==> config.mk <==
export PLATFORM = sky130hd
export DESIGN_NAME = alu_cmd_sequencer
export DESIGN_NICKNAME = d
export VERILOG_FILES = /design/src/rtl/alu_seq_pkg.sv /design/src/rtl/alu_cmd_fifo.sv /design/src/rtl/alu_cmd_sequencer.sv
export SDC_FILE = /design/constraint.sdc
export NUM_CORES = 1
export LEC_CHECK = 0
export ABC_AREA = 1
export CAP_MARGIN = 20
export CORE_UTILIZATION = 35
export DETAILED_ROUTE_END_ITERATION = 8
export PLACE_DENSITY = 0.54
export SLEW_MARGIN = 20
export SYNTH_ARGS = -nofsm -noshare
export SYNTH_HDL_FRONTEND = slang
export SYNTH_SLANG_ARGS = --single-unit
export TNS_END_PERCENT = 1
==> constraint.sdc <==
create_clock -name clk -period 2.2 [get_ports clk]
set_input_delay 0.55 -clock clk [delete_from_list [all_inputs] [get_ports clk]]
set_output_delay 0.55 -clock clk [all_outputs]
set_load 0.05 [all_outputs]
==> src/rtl/alu_seq_pkg.sv <==
`default_nettype none
// ============================================================================
// Module      : alu_seq_pkg
// Description : Shared types and constants for the ALU command sequencer.
//               Holds the sequencer FSM state encoding, the opcode values
//               used when exercising the attached ALU, and default widths.
// Revision    : 1.0 - initial release
// ============================================================================
package alu_seq_pkg;

    // Default operand/result width; must match the attached ALU
    localparam int DEFAULT_DATA_W = 4;
    // Default opcode width
    localparam int DEFAULT_OP_W   = 3;

    // ALU opcodes (the sequencer itself never decodes these)
    localparam logic [2:0] OP_ADD = 3'b000;
    localparam logic [2:0] OP_SUB = 3'b001;

    // Sequencer FSM states
    typedef enum logic [1:0] {
        ST_IDLE = 2'd0,
        ST_EXEC = 2'd1,
        ST_RESP = 2'd2
    } seq_state_t;

endpackage : alu_seq_pkg
`default_nettype wire

==> src/rtl/alu_cmd_fifo.sv <==
`default_nettype none
// ============================================================================
// Module      : alu_cmd_fifo
// Description : Synchronous command FIFO. Full/empty are derived from an
//               extra wrap bit on each pointer. No push/pop bypass: a push
//               into a full FIFO is dropped even if a pop happens in the
//               same cycle. The head entry is presented combinationally.
// Ports       : clk, rst_n    - clock, asynchronous active-low reset
//               push, wdata   - write request and entry to store
//               pop, rdata    - read request and current head entry
//               full, empty   - occupancy flags
// Revision    : 1.0 - initial release
// ============================================================================
module alu_cmd_fifo #(
    parameter int DEPTH = 4,
    parameter int WIDTH = 11
) (
    input  logic             clk,
    input  logic             rst_n,
    input  logic             push,
    input  logic [WIDTH-1:0] wdata,
    input  logic             pop,
    output logic [WIDTH-1:0] rdata,
    output logic             full,
    output logic             empty
);

    localparam int             c_AW      = $clog2(DEPTH);
    localparam logic [c_AW:0]  c_PTR_ONE = 1;

    logic [WIDTH-1:0] r_mem [DEPTH];
    logic [c_AW:0]    r_wr_ptr;
    logic [c_AW:0]    r_rd_ptr;
    logic             w_do_push;
    logic             w_do_pop;

    // Same index with opposite wrap bits means the writer lapped the reader
    assign full  = (r_wr_ptr[c_AW] != r_rd_ptr[c_AW]) &&
                   (r_wr_ptr[c_AW-1:0] == r_rd_ptr[c_AW-1:0]);
    assign empty = (r_wr_ptr == r_rd_ptr);

    assign w_do_push = push && !full;
    assign w_do_pop  = pop && !empty;

    assign rdata = r_mem[r_rd_ptr[c_AW-1:0]];

    always_ff @(posedge clk) begin
        if (w_do_push) begin
            r_mem[r_wr_ptr[c_AW-1:0]] <= wdata;
        end
    end

    always_ff @(posedge clk or negedge rst_n) begin
        if (!rst_n) begin
            r_wr_ptr <= '0;
            r_rd_ptr <= '0;
        end else begin
            if (w_do_push) begin
                r_wr_ptr <= r_wr_ptr + c_PTR_ONE;
            end
            if (w_do_pop) begin
                r_rd_ptr <= r_rd_ptr + c_PTR_ONE;
            end
        end
    end

endmodule : alu_cmd_fifo
`default_nettype wire

==> src/rtl/alu_cmd_sequencer.sv <==
`default_nettype none
// ============================================================================
// Module      : alu_cmd_sequencer
// Description : Command front-end for a combinational 4-bit ALU. Commands
//               are buffered in a FIFO, issued one at a time onto registered
//               ALU operand/opcode lines, and the ALU result is captured one
//               cycle later and offered on a valid/ready response port.
// Ports       : clk, rst_n               - clock, async active-low reset
//               cmd_valid/ready/a/b/op   - command input handshake
//               alu_a/alu_b/alu_op       - registered ALU drive
//               alu_result               - ALU result return
//               rsp_valid/ready/result/op- response output handshake
//               rsp_zero                 - result-is-zero flag (optional)
//               busy                     - FSM active or FIFO not empty
// Options     : ALU_SEQ_ZERO_FLAG_EN - adds the rsp_zero output
// Revision    : 1.0 - initial release
// ============================================================================
module alu_cmd_sequencer
    import alu_seq_pkg::*;
#(
    parameter int DEPTH  = 4,
    parameter int DATA_W = DEFAULT_DATA_W,
    parameter int OP_W   = DEFAULT_OP_W
) (
    input  logic              clk,
    input  logic              rst_n,
    input  logic              cmd_valid,
    output logic              cmd_ready,
    input  logic [DATA_W-1:0] cmd_a,
    input  logic [DATA_W-1:0] cmd_b,
    input  logic [OP_W-1:0]   cmd_op,
    output logic [DATA_W-1:0] alu_a,
    output logic [DATA_W-1:0] alu_b,
    output logic [OP_W-1:0]   alu_op,
    input  logic [DATA_W-1:0] alu_result,
    output logic              rsp_valid,
    input  logic              rsp_ready,
    output logic [DATA_W-1:0] rsp_result,
    output logic [OP_W-1:0]   rsp_op,
`ifdef ALU_SEQ_ZERO_FLAG_EN
    output logic              rsp_zero,
`endif
    output logic              busy
);

    localparam int c_ENTRY_W = 2 * DATA_W + OP_W;

    seq_state_t           r_state;
    logic [c_ENTRY_W-1:0] w_wdata;
    logic [c_ENTRY_W-1:0] w_head;
    logic                 w_full;
    logic                 w_empty;
    logic                 w_push;
    logic                 w_pop;

    assign cmd_ready = !w_full;
    assign w_push    = cmd_valid && cmd_ready;
    // The head is consumed only when the FSM is ready to issue it
    assign w_pop     = (r_state == ST_IDLE) && !w_empty;
    assign w_wdata   = {cmd_a, cmd_b, cmd_op};
    assign busy      = (r_state != ST_IDLE) || !w_empty;

    alu_cmd_fifo #(
        .DEPTH (DEPTH),
        .WIDTH (c_ENTRY_W)
    ) u_fifo (
        .clk   (clk),
        .rst_n (rst_n),
        .push  (w_push),
        .wdata (w_wdata),
        .pop   (w_pop),
        .rdata (w_head),
        .full  (w_full),
        .empty (w_empty)
    );

    always_ff @(posedge clk or negedge rst_n) begin
        if (!rst_n) begin
            r_state    <= ST_IDLE;
            alu_a      <= '0;
            alu_b      <= '0;
            alu_op     <= '0;
            rsp_valid  <= 1'b0;
            rsp_result <= '0;
            rsp_op     <= '0;
`ifdef ALU_SEQ_ZERO_FLAG_EN
            rsp_zero   <= 1'b0;
`endif
        end else begin
            case (r_state)
                ST_IDLE: begin
                    if (w_pop) begin
                        alu_a   <= w_head[c_ENTRY_W-1 -: DATA_W];
                        alu_b   <= w_head[OP_W +: DATA_W];
                        alu_op  <= w_head[OP_W-1:0];
                        r_state <= ST_EXEC;
                    end
                end
                ST_EXEC: begin
                    // ALU has had a full cycle to settle on the issued operands
                    rsp_result <= alu_result;
                    rsp_op     <= alu_op;
`ifdef ALU_SEQ_ZERO_FLAG_EN
                    rsp_zero   <= (alu_result == '0);
`endif
                    rsp_valid  <= 1'b1;
                    r_state    <= ST_RESP;
                end
                ST_RESP: begin
                    if (rsp_valid && rsp_ready) begin
                        rsp_valid <= 1'b0;
                        r_state   <= ST_IDLE;
                    end
                end
                default: begin
                    r_state <= ST_IDLE;
                end
            endcase
        end
    end

endmodule : alu_cmd_sequencer
`default_nettype wire

Word-level counts from Yosys, hierarchy flattened
Memories as Yosys holds them, arrays and structs flattened. A register that Yosys moved wholly into a read port is not among the register bits.
Cells that the tools add are included.
{"block": "word_totals", "word_cells": 39, "memories": 1, "inputBits": 19, "ramBits": 44, "out_inout_bits": 21, "regBits": 16}
{"block": "op_classes", "reduce_logical": 16, "add_sub_neg": 2, "mux": 7, "n_eq_ne": 7}
{"memory": "u_fifo.r_mem", "depth": 4, "word_bits": 11, "read_ports": 1, "rd_clocked_by_memory_dff": 1, "write_ports": 1, "line_no": "alu_cmd_fifo.sv:31", "text": "logic [WIDTH-1:0] r_mem [DEPTH];"}
{"operator": "3-bit by 1-bit adder with 3-bit output (second input constant)", "count": 2}
{"operator": "1-bit logical AND", "count": 6}
{"operator": "2-bit case mux with 3 select lines", "count": 1}
{"operator": "2-bit AND reduction", "count": 3}
{"operator": "2-bit two-way mux", "count": 2}
{"operator": "2-bit nonzero test", "count": 2}
{"operator": "3-bit equality test", "count": 1}
{"operator": "1-bit logical NOT", "count": 3}
{"operator": "1-bit two-way mux", "count": 3}
{"operator": "2-bit by 1-bit equality test with 1-bit output (second input constant)", "count": 1}
{"operator": "2-bit equality test", "count": 1}
{"operator": "2-bit equality test (second input constant)", "count": 1}
{"operator": "2-bit logical NOT", "count": 1}
{"operator": "2-bit by 1-bit != test with 1-bit output (second input constant)", "count": 1}
{"operator": "2-bit != test (second input constant)", "count": 1}
{"operator": "1-bit case mux with 2 select lines", "count": 1}
{"operator": "1-bit logical OR", "count": 1}
{"operator": "1-bit != test", "count": 1}

Depth between registers and ports, before layout
Gate-level depths: netlist (run 1).
{"block": "depth", "word_depth": 7, "depth_mapped": 9, "ltp_nobuf": 7}

Cells and area by module
Synthesis (run 1) repeated with hierarchy kept, for this count alone.
{"block": "hier_totals", "hier_cells": 267, "area_unflattened_um2": 2961.6}
{"module": "alu_cmd_fifo", "cells_each": 168, "seq_area_each_um2": 1471.4, "area_each_um2": 2085.8, "instances": 1}
{"module": "alu_cmd_sequencer", "cells_each": 99, "seq_area_each_um2": 525.5, "area_each_um2": 875.8, "instances": 1}

Least setup slack after synthesis (run 1)
No wires, ideal clock.
{"block": "synth_path", "path_type": "register to register", "from": "register u_fifo.r_rd_ptr[0]", "to": "memory u_fifo.r_mem[0][0] (enable)", "path_buffers": 1, "synth_period_minus_slack_ns": 1.996, "t_arrival_ns": 1.618, "required_ns": 1.822, "setup_ns": 0.378, "stages_incl_launch_ff": 8, "path_slack_ns": 0.204, "cell_sequence": "dfrtp_1 > buf_2 > inv_2 > nand2_1 > nand2_2 > nand3_2 > nand2_2 > nor2_1"}
{"block": "synth_via", "elab_chain_len": 7}
{"element": "from (decl)", "line_no": "alu_cmd_fifo.sv:33", "text": "logic [c_AW:0] r_rd_ptr;"}
{"element": "from (signal assigned)", "line_no": "alu_cmd_fifo.sv:62", "text": "r_rd_ptr <= r_rd_ptr + c_PTR_ONE;"}
{"element": "2-bit equality test *", "line_no": "alu_cmd_fifo.sv:39", "text": "(r_wr_ptr[c_AW-1:0] == r_rd_ptr[c_AW-1:0]);"}
{"element": "1-bit logical AND *", "line_no": "alu_cmd_fifo.sv:38", "text": "assign full = (r_wr_ptr[c_AW] != r_rd_ptr[c_AW]) &&"}
{"element": "1-bit logical NOT *", "line_no": "alu_cmd_sequencer.sv:56", "text": "assign cmd_ready = !w_full;"}
{"element": "named net cmd_ready", "line_no": "alu_cmd_sequencer.sv:28", "text": "output logic cmd_ready,"}
{"element": "1-bit logical AND", "line_no": "alu_cmd_sequencer.sv:57", "text": "assign w_push = cmd_valid && cmd_ready;"}
{"element": "1-bit logical AND *", "line_no": "alu_cmd_fifo.sv:42", "text": "assign w_do_push = push && !full;"}
{"element": "1-bit two-way mux *", "line_no": "alu_cmd_fifo.sv:48", "text": "if (w_do_push) begin"}
{"element": "1-bit two-way mux (not written as such) *", "line_no": "alu_cmd_fifo.sv:49", "text": "r_mem[r_wr_ptr[c_AW-1:0]] <= wdata;"}
{"element": "to (decl)", "line_no": "alu_cmd_fifo.sv:31"}
The timed path passes the listed nets; every way through them passes the cells marked *.

Final worst setup path (run 1)
{"block": "layout_path", "from": "register alu_op[0]", "to": "output alu_op[0]"}
{"element": "from (decl)", "line_no": "alu_cmd_sequencer.sv:34", "text": "output logic [OP_W-1:0] alu_op,"}
{"element": "from (signal assigned)", "line_no": "alu_cmd_sequencer.sv:95", "text": "alu_op <= w_head[OP_W-1:0];"}
No word-level cell between the ends.

==> flow_metrics.env, run 1 <==
export IMPL_first_pass_iters=4
export IMPL_setup_ws_ns=0.120
export IMPL_fin_area_um2=3890
export IMPL_wl_per_cell_um=11.8
export IMPL_cp_top_family="buffers and inverters"
export IMPL_start_util_pct=35.9
export IMPL_r2r_cells=7
export IMPL_ctsLongestPathBuffers=2
export IMPL_grt_pass1_wl_um=9520
export IMPL_drt_iter0_markers=90
export IMPL_clock_sinks=71
export IMPL_place_ws_ns=0.346
export IMPL_grt_ovfl_total=0
export IMPL_p_per_area_nw_per_um2=881
export IMPL_ios=40
export IMPL_cts_hold_buf=0
export IMPL_ys_flop_type="edfxtp_1"
export IMPL_postSynthAreaPerCell_um2=9.70
export IMPL_post_synth_instance_area_um2=3110
export IMPL_grtUsageMet3_pct=3.08
export IMPL_max_freq_ghz=0.481
export IMPL_tns_ns=0
export IMPL_path_buf_inv=1
export IMPL_total_power_mw=3.43
export IMPL_routed_via_density=4.38
export IMPL_worstPathRequired_ns=1.65
export IMPL_place_congestion=0.784
export IMPL_path_cells="clkdlybuf4s50_1"
export IMPL_placed_cell_area_um2=3670
export IMPL_dp_cells=467
export IMPL_multi_input_area_um2=842
export IMPL_drc_errors=0
export IMPL_r2r_start="u_fifo.r_wr_ptr[0]"
export IMPL_die_h_um=96.3
export IMPL_min_from="rsp_op[1]"
export IMPL_status="complete, no violations"
export IMPL_min_delay_path_depth=2
export IMPL_syn2layout_area_growth_pct=24.9
export IMPL_fp_dieArea_um2=9280
export IMPL_endpoint_kind="output pin"
export IMPL_synthTopCellsByCount="120 x nand2_1, 57 x inv_1, 44 x edfxtp_1"
export IMPL_syn_num_nets=345
export IMPL_regArea_um2=2000
export IMPL_path_clk_slew_ns=0.08
export IMPL_top_usage_layer="met2"
export IMPL_hold_path_class="reg -> reg"
export IMPL_yosysMostFrequentCell="nand2_1"
export IMPL_peakVddDrop_mv=0.340
export IMPL_setup_viol=0
export IMPL_post_route_util_pct=44.8
export IMPL_use_met1_pct=20.0
export IMPL_cts_tree="built"
export IMPL_clk_latency_ns=0.34
export IMPL_cts_made_buffers=9
export IMPL_route_vias_total=2114
export IMPL_synth_seq_cells=71
export IMPL_slowest_stage="clkdlybuf4s50_1"
export IMPL_arrival_ns=1.53
export IMPL_grt_start_max_net_pins=28
export IMPL_path_class="reg -> out"
export IMPL_core_um2=8680
export IMPL_use_met2_pct=20.6
export IMPL_crit_fanout=3
export IMPL_cts_resized=0
export IMPL_syn_inst=321
export IMPL_hpwl_um=3920
export IMPL_nets=394
export IMPL_cts_root_buf="clkbuf_8"
export IMPL_grt_usage_pct=14.2
export IMPL_tightest_slew_ns=0.521
export IMPL_ys_warn_count=0
export IMPL_htreeDepth=3
export IMPL_synth_area_leaders="edfxtp_1 42%, dfrtp_1 22%, nand2_1 14%"
export IMPL_slowest_delay_ns=0.81
export IMPL_yosysTopAreaCell="edfxtp_1"
export IMPL_ys_seq_area_share_pct=64.1
export IMPL_grt_pass1_vias=1913
export IMPL_finalHoldViolCount=0
export IMPL_wl_um=5690
export IMPL_grt_antenna_before_repair=0
export IMPL_fin_skew_ns=0.00760
export IMPL_maxCapViolations=0
export IMPL_min_period_ns=2.08
export IMPL_final_period_utilization_pct=94.5
export IMPL_rows=34
export IMPL_whs_endpoint="rsp_op[1]"
export IMPL_p_leak_nw=1.85
export IMPL_nFillCells=860
export IMPL_reg2reg_slack_ns=0.54
export IMPL_stdcell_count=483
export IMPL_synth_edf_count=44
export IMPL_diodes=0
export IMPL_regToRegEndpoint="u_fifo.r_mem[1][4]"
export IMPL_synth_distinct_cells=21
export IMPL_postSynth_asyncResetShare_pct=38.0
export IMPL_slew_headroom_pct=65.1
export IMPL_drive_above_1_share_pct=9.60
export IMPL_post_cts_buffers=0
export IMPL_ant_nets=0
export IMPL_slew_violations=0
export IMPL_portBuffers=39
export IMPL_synth_top_area_share_pct=42.4
export IMPL_timing_hold_ws_ns=0.473
export IMPL_start_kind="register"
export IMPL_rsz0062_at_grt="false"
export IMPL_die_w_um=96.3
power by group:
part | internal [mW] | switching (mW)
registers | 1.62 | 0.0707
clock network | 0.639 | 0.485
logic | 0.221 | 0.394
layout make-up:
type	count	area share [%]
Sequential cell	71	51.3
Inverter	58	5.59
Multi-Input combinational cell	182	21.6
Tap cell	108	3.47
Timing Repair Buffer	48	12.3
Clock inverter	7	2.51
Clock buffer	9	3.18
registers in the layout, summed over array words and instances, names as in the netlist:
| register | flops |
|---|---|
| alu_op | 3 |
| rsp_valid | 1 |
| alu_a | 4 |
| alu_b | 4 |
| rsp_result | 4 |
| u_fifo.r_wr_ptr | 3 |
| u_fifo.r_mem | 44 |
| u_fifo.r_rd_ptr | 3 |
| rsp_op | 3 |
| r_state | 2 |
per-layer routing:
layer	vias up	part of all wire [%]
met5	-	0
met4	0	2.0
met3	11	4.1
met2	46	42
met1	958	52
li1	1099	-
cell families (layout without fill, tap and decap cells):
family                   after synthesis  count (layout)  share of synthesized area [%]
AO/OA/AOI/OAI                          1               1                          0.161
XOR/XNOR                               3               3                           1.09
adder cells (fa/ha/maj)                5               5                           2.01
buffers and inverters                 68             122                           8.84
flip-flops                            71              71                           64.1
AND/OR/NAND/NOR                      173             173                           23.8
worst max-delay path by stage:
stage | start | endpoint | slack [ns] | cells past startpoint
after floorplan | u_fifo.r_rd_ptr[0] | u_fifo.r_mem[0][0] | 0.20 | 7
after global placement | cmd_valid | u_fifo.r_mem[0][7] | 0.37 | 4
after detailed placement | cmd_valid | u_fifo.r_mem[0][9] | 0.35 | 4
after CTS | alu_op[0] | alu_op[0] | 0.09 | 1
after global routing | u_fifo.r_wr_ptr[0] | cmd_ready | 0.01 | 5
final | alu_op[0] | alu_op[0] | 0.12 | 1
cells in the final DEF, fill, tap and decap left out:
master	count
nand2_1	120
inv_1	57
edfxtp_1	44
nand3_1	41
clkdlybuf4s50_1	37
dfrtp_1	27
clkbuf_8	9
buf_4	9
ha_1	5
nor2_1	4
nand2_2	2
nor2_2	2
xor2_1	2
clkinv_4	2
clkinvlp_4	2
bufinv_16	2
buf_12	2
xnor2_2	1
inv_2	1
nand3_2	1
nand4_1	1
nand3_4	1
nand2_4	1
o21ai_0	1
clkinv_2	1
worst register-to-register path: cells and delay by family (launching register included):
kind	cells	cell delay, ns
buffers and inverters	2	0.33
AND/OR/NAND/NOR	5	0.60
flip-flops	1	0.43
(Power assumes the default switching activity.)
==> inputs of run 2 (changes only) <==
Settings changed: CORE_ASPECT_RATIO set to 0.8.
==> run 2 against run 1 <==
Against the previous run: critical path depth did not move; die area barely moved; global-route usage rose by 2.1 points; largest cell class unchanged; power fell by 0.72%; first-iteration DRC count rose by 4.4%; wire length rose by 17%.
==> flow_metrics.env, run 2 (synthesized netlist as in run 1, its figures left out) <==
export IMPL_slew_headroom_pct=65.6
export IMPL_min_from="alu_a[1]"
export IMPL_final_period_utilization_pct=94.9
export IMPL_die_w_um=107
export IMPL_wl_per_cell_um=13.6
export IMPL_drt_iter0_markers=94
export IMPL_diodes=0
export IMPL_peakVddDrop_mv=0.398
export IMPL_dp_cells=473
export IMPL_hpwl_um=4540
export IMPL_path_buf_inv=1
export IMPL_path_cells="clkdlybuf4s50_1"
export IMPL_max_freq_ghz=0.479
export IMPL_tightest_slew_ns=0.514
export IMPL_slew_violations=0
export IMPL_die_h_um=86.4
export IMPL_start_util_pct=36.4
export IMPL_maxCapViolations=0
export IMPL_final_common_cell="nand2_1"
export IMPL_hold_path_class="reg -> reg"
export IMPL_endpoint_kind="output pin"
export IMPL_grt_ovfl_total=0
export IMPL_drc_errors=0
export IMPL_fin_skew_ns=0.00885
export IMPL_rows=30
export IMPL_route_vias_total=2172
export IMPL_first_pass_iters=4
export IMPL_placed_cell_area_um2=3690
export IMPL_nets=396
export IMPL_wl_um=6670
export IMPL_fp_dieArea_um2=9280
export IMPL_grt_pass1_wl_um=11000
export IMPL_cts_resized=0
export IMPL_cts_root_buf="clkbuf_8"
export IMPL_clock_sinks=71
export IMPL_arrival_ns=1.54
export IMPL_setup_viol=0
export IMPL_tns_ns=0
export IMPL_r2r_start="u_fifo.r_rd_ptr[0]"
export IMPL_ant_nets=0
export IMPL_finalHoldViolCount=0
export IMPL_crit_fanout=3
export IMPL_cts_tree="built"
export IMPL_ios=40
export IMPL_p_leak_nw=1.86
export IMPL_path_clk_slew_ns=0.07
export IMPL_portBuffers=39
export IMPL_start_kind="register"
export IMPL_clk_latency_ns=0.35
export IMPL_final_cell_mix="120 x nand2_1, 57 x inv_1, 44 x edfxtp_1, 41 x nand3_1, 37 x clkdlybuf4s50_1"
export IMPL_largest_register_ffs=44
export IMPL_path_class="reg -> out"
export IMPL_cp_top_family="buffers and inverters"
export IMPL_drive_above_1_share_pct=9.55
export IMPL_cts_made_buffers=9
export IMPL_critPathLaunch="alu_op[1]"
export IMPL_rsz0062_at_grt="false"
export IMPL_grt_antenna_before_repair=0
export IMPL_grt_usage_pct=16.3
export IMPL_min_period_ns=2.09
export IMPL_grt_pass1_vias=2100
export IMPL_slowest_stage="clkdlybuf4s50_1"
export IMPL_place_congestion=0.788
export IMPL_htreeDepth=3
export IMPL_worstPathRequired_ns=1.65
export IMPL_post_cts_buffers=0
export IMPL_status="complete, no violations"
export IMPL_core_um2=8560
export IMPL_slowest_delay_ns=0.82
export IMPL_fin_area_um2=3900
export IMPL_grt_start_max_net_pins=28
export IMPL_total_power_mw=3.40
export IMPL_p_per_area_nw_per_um2=872
export IMPL_routed_via_density=4.44
export IMPL_ctsLongestPathBuffers=2
export IMPL_stdcell_count=489
export IMPL_syn2layout_area_growth_pct=25.4
export IMPL_cts_hold_buf=0
run 2: cell count changes in the layout (fill, tap and decap cells not counted):
cell | previous run | this run
buf_4 | 9 | 11
clkbuf_8 | 9 | 11
clkinv_4 | 2 | 0
bufinv_16 | 2 | 0
clkbuf_16 | 0 | 2
clkinvlp_4 | 2 | 0
clkbuf_1 | 0 | 2
run 2: stage by stage:
| stage | utilization, % | hold WS [ns] | setup WS (ns) |
|---|---|---|---|
| after global routing | 45.6 | 0.515 | 0.00930 |
| final | 45.6 | 0.472 | 0.112 |
| after floorplan | - | 0.254 | 0.204 |
| after detailed placement | 43.1 | 0.459 | 0.308 |
| after CTS | 45.6 | 0.476 | 0.0800 |
| after global placement | 43.1 | 0.455 | 0.321 |
run 2: where the power goes:
group / total, mW / internal [mW] / leakage, nW / switching [mW]
Clock: 1.07 / 0.608 / 0.110 / 0.464
Combinational: 0.640 / 0.223 / 1.00 / 0.417
Sequential: 1.69 / 1.62 / 0.749 / 0.0729
Total: 3.40 / 2.45 / 1.86 / 0.954
run 2: layout make-up:
type,count,area (um2)
Clock inverter,1,5.00
Clock buffer,15,209
Inverter,58,218
Multi-Input combinational cell,182,842
Fill cell,842,4650
Sequential cell,71,2000
Tap cell,112,140
Timing Repair Buffer,50,493
run 2: per-layer routing:
layer  GRT usage (%)  vias up  wire (um)
met5               0        -          0
met4            3.74        0         52
met3            5.86        5        352
met2            26.5       53       3120
met1            20.8     1018       3150
li1                -     1096          -
run 2: path summary, 6_finish.rpt:
kind	end	slack [ns]	cells after the start
worst min-delay path	alu_a[1]	0.47	2
min in group asynchronous	u_fifo.r_rd_ptr[2]	0.59	2
worst max register to register	u_fifo.r_mem[3][0]	0.48	7
worst max-delay path	alu_op[1]	0.11	1
worst min register to register	alu_a[1]	0.47	2
max in group asynchronous	alu_a[1]	1.32	2
==> inputs of run 3 (changes only) <==
Clock period 2.2 ns to 2.35 ns, I/O delays scaled along.
==> run 3 against run 2 <==
Against the previous run: clock power about the same; critical path depth rose by 3; worst setup slack improved by 0.070 ns; utilization down 0.12 points; count of clock-buffer cells in the layout fell by 6; flip-flop and latch count is the same; power is 5.4% lower; wire length fell by 0.27%; critical endpoint is now cmd_ready.
==> flow_metrics.env, run 3 (synthesized netlist as in run 1, its figures left out) <==
export IMPL_status="complete, no violations"
export IMPL_total_power_mw=3.22
export IMPL_wl_per_cell_um=13.6
export IMPL_ant_nets=0
export IMPL_cts_hold_buf=0
export IMPL_tns_ns=0
export IMPL_first_pass_iters=4
export IMPL_grt_usage_pct=16.5
export IMPL_cts_tree="built"
export IMPL_nets=395
export IMPL_hpwl_um=4480
export IMPL_grt_ovfl_total=0
export IMPL_largest_register_ffs=44
export IMPL_path_cells="nand2_1, nand2_2, nand3_2, buf_12"
export IMPL_worstPathRequired_ns=1.76
export IMPL_routed_via_density=4.45
export IMPL_start_util_pct=36.4
export IMPL_p_leak_nw=1.85
export IMPL_drive_above_1_share_pct=9.31
export IMPL_htreeDepth=3
export IMPL_post_cts_buffers=0
export IMPL_clk_latency_ns=0.35
export IMPL_fin_skew_ns=0.00567
export IMPL_tightest_slew_ns=0.503
export IMPL_placed_cell_area_um2=3680
export IMPL_drc_errors=0
export IMPL_grt_start_max_net_pins=28
export IMPL_rsz0062_at_grt="false"
export IMPL_rows=30
export IMPL_path_class="reg -> out"
export IMPL_die_h_um=86.4
export IMPL_p_per_area_nw_per_um2=827
export IMPL_arrival_ns=1.58
export IMPL_grt_pass1_wl_um=11200
export IMPL_nFillCells=854
export IMPL_max_freq_ghz=0.461
export IMPL_slowest_stage="dfrtp_1"
export IMPL_finalHoldViolCount=0
export IMPL_final_common_cell="nand2_1"
export IMPL_fin_area_um2=3890
export IMPL_cts_resized=0
export IMPL_regArea_um2=2000
export IMPL_portBuffers=39
export IMPL_route_vias_total=2174
export IMPL_cts_root_buf="clkbuf_8"
export IMPL_maxCapViolations=0
export IMPL_start_kind="register"
export IMPL_peakVddDrop_mv=0.440
export IMPL_wl_um=6650
export IMPL_setup_viol=0
export IMPL_final_period_utilization_pct=92.2
export IMPL_final_cell_mix="120 x nand2_1, 57 x inv_1, 44 x edfxtp_1, 41 x nand3_1, 37 x clkdlybuf4s50_1"
export IMPL_place_congestion=0.743
export IMPL_clock_sinks=71
export IMPL_slew_violations=0
export IMPL_grt_antenna_before_repair=0
export IMPL_slew_headroom_pct=66.4
export IMPL_grt_pass1_vias=2150
export IMPL_ctsLongestPathBuffers=2
export IMPL_min_period_ns=2.17
export IMPL_core_um2=8560
export IMPL_timing_hold_ws_ns=0.476
export IMPL_path_clk_slew_ns=0.07
export IMPL_fp_dieArea_um2=9280
export IMPL_slowest_delay_ns=0.60
export IMPL_drt_iter0_markers=130
export IMPL_hold_path_class="reg -> reg"
export IMPL_syn2layout_area_growth_pct=25.0
export IMPL_crit_fanout=12
export IMPL_cts_made_buffers=9
export IMPL_diodes=0
export IMPL_multi_input_area_um2=842
export IMPL_ios=40
export IMPL_die_w_um=107
export IMPL_endpoint_kind="output pin"
## run 3: cell count changes in the layout (fill, tap and decap cells not counted)
cell,change
buf_4,-1
bufinv_16,+2
clkbuf_1,-2
clkbuf_16,-2
clkbuf_8,-2
clkinv_1,+2
clkinvlp_4,+2
## run 3: report_power, final
part | switching [mW] | internal [mW] | leakage [nW] | total (mW)
registers | 0.0681 | 1.51 | 0.749 | 1.58
clock network | 0.450 | 0.588 | 0.100 | 1.04
logic | 0.386 | 0.212 | 0.999 | 0.598
## run 3: layout make-up
type / count / area share [%]
clock buffer: 9 / 3.18
clock inverter: 7 / 2.25
inverter: 58 / 5.59
multi-input combinational: 182 / 21.6
sequential: 71 / 51.3
tap: 112 / 3.60
timing repair buffer: 49 / 12.5
## run 3: critical path: cells and delay by family (launching register included)
family,cells,cell delay (ns)
buffers and inverters,1,0.21
flip-flops,1,0.60
AND/OR/NAND/NOR,3,0.43
## run 3: path summary, 6_finish.rpt
| path | to | start | depth (start not counted) | slack (ns) |
|---|---|---|---|---|
| min in group asynchronous | u_fifo.r_rd_ptr[2] | rst_n | 2 | 0.63 |
| max reg2reg | u_fifo.r_mem[3][6] | u_fifo.r_rd_ptr[0] | 7 | 0.55 |
| min | rsp_op[0] | rsp_op[0] | 2 | 0.48 |
| max in group asynchronous | alu_op[0] | rst_n | 2 | 1.44 |
| max | cmd_ready | u_fifo.r_rd_ptr[0] | 4 | 0.18 |
| min reg2reg | rsp_op[0] | rsp_op[0] | 2 | 0.48 |
## run 3: stage by stage
stage	utilization, %	cells	worst slack (ns)
after floorplan	-	321	0.354
after global placement	43.0	472	0.419
after detailed placement	43.0	472	0.383
after CTS	45.5	488	0.145
after global routing	45.5	488	0.0463
final	45.5	488	0.182
## run 3: layer usage
layer | track usage, % | vias to the layer above | share of wire, %
met5 | 0 | - | 0
met4 | 5.23 | 0 | 1.3
met3 | 4.59 | 10 | 5.1
met2 | 27.2 | 62 | 47
met1 | 21.3 | 1000 | 47
li1 | - | 1102 | -
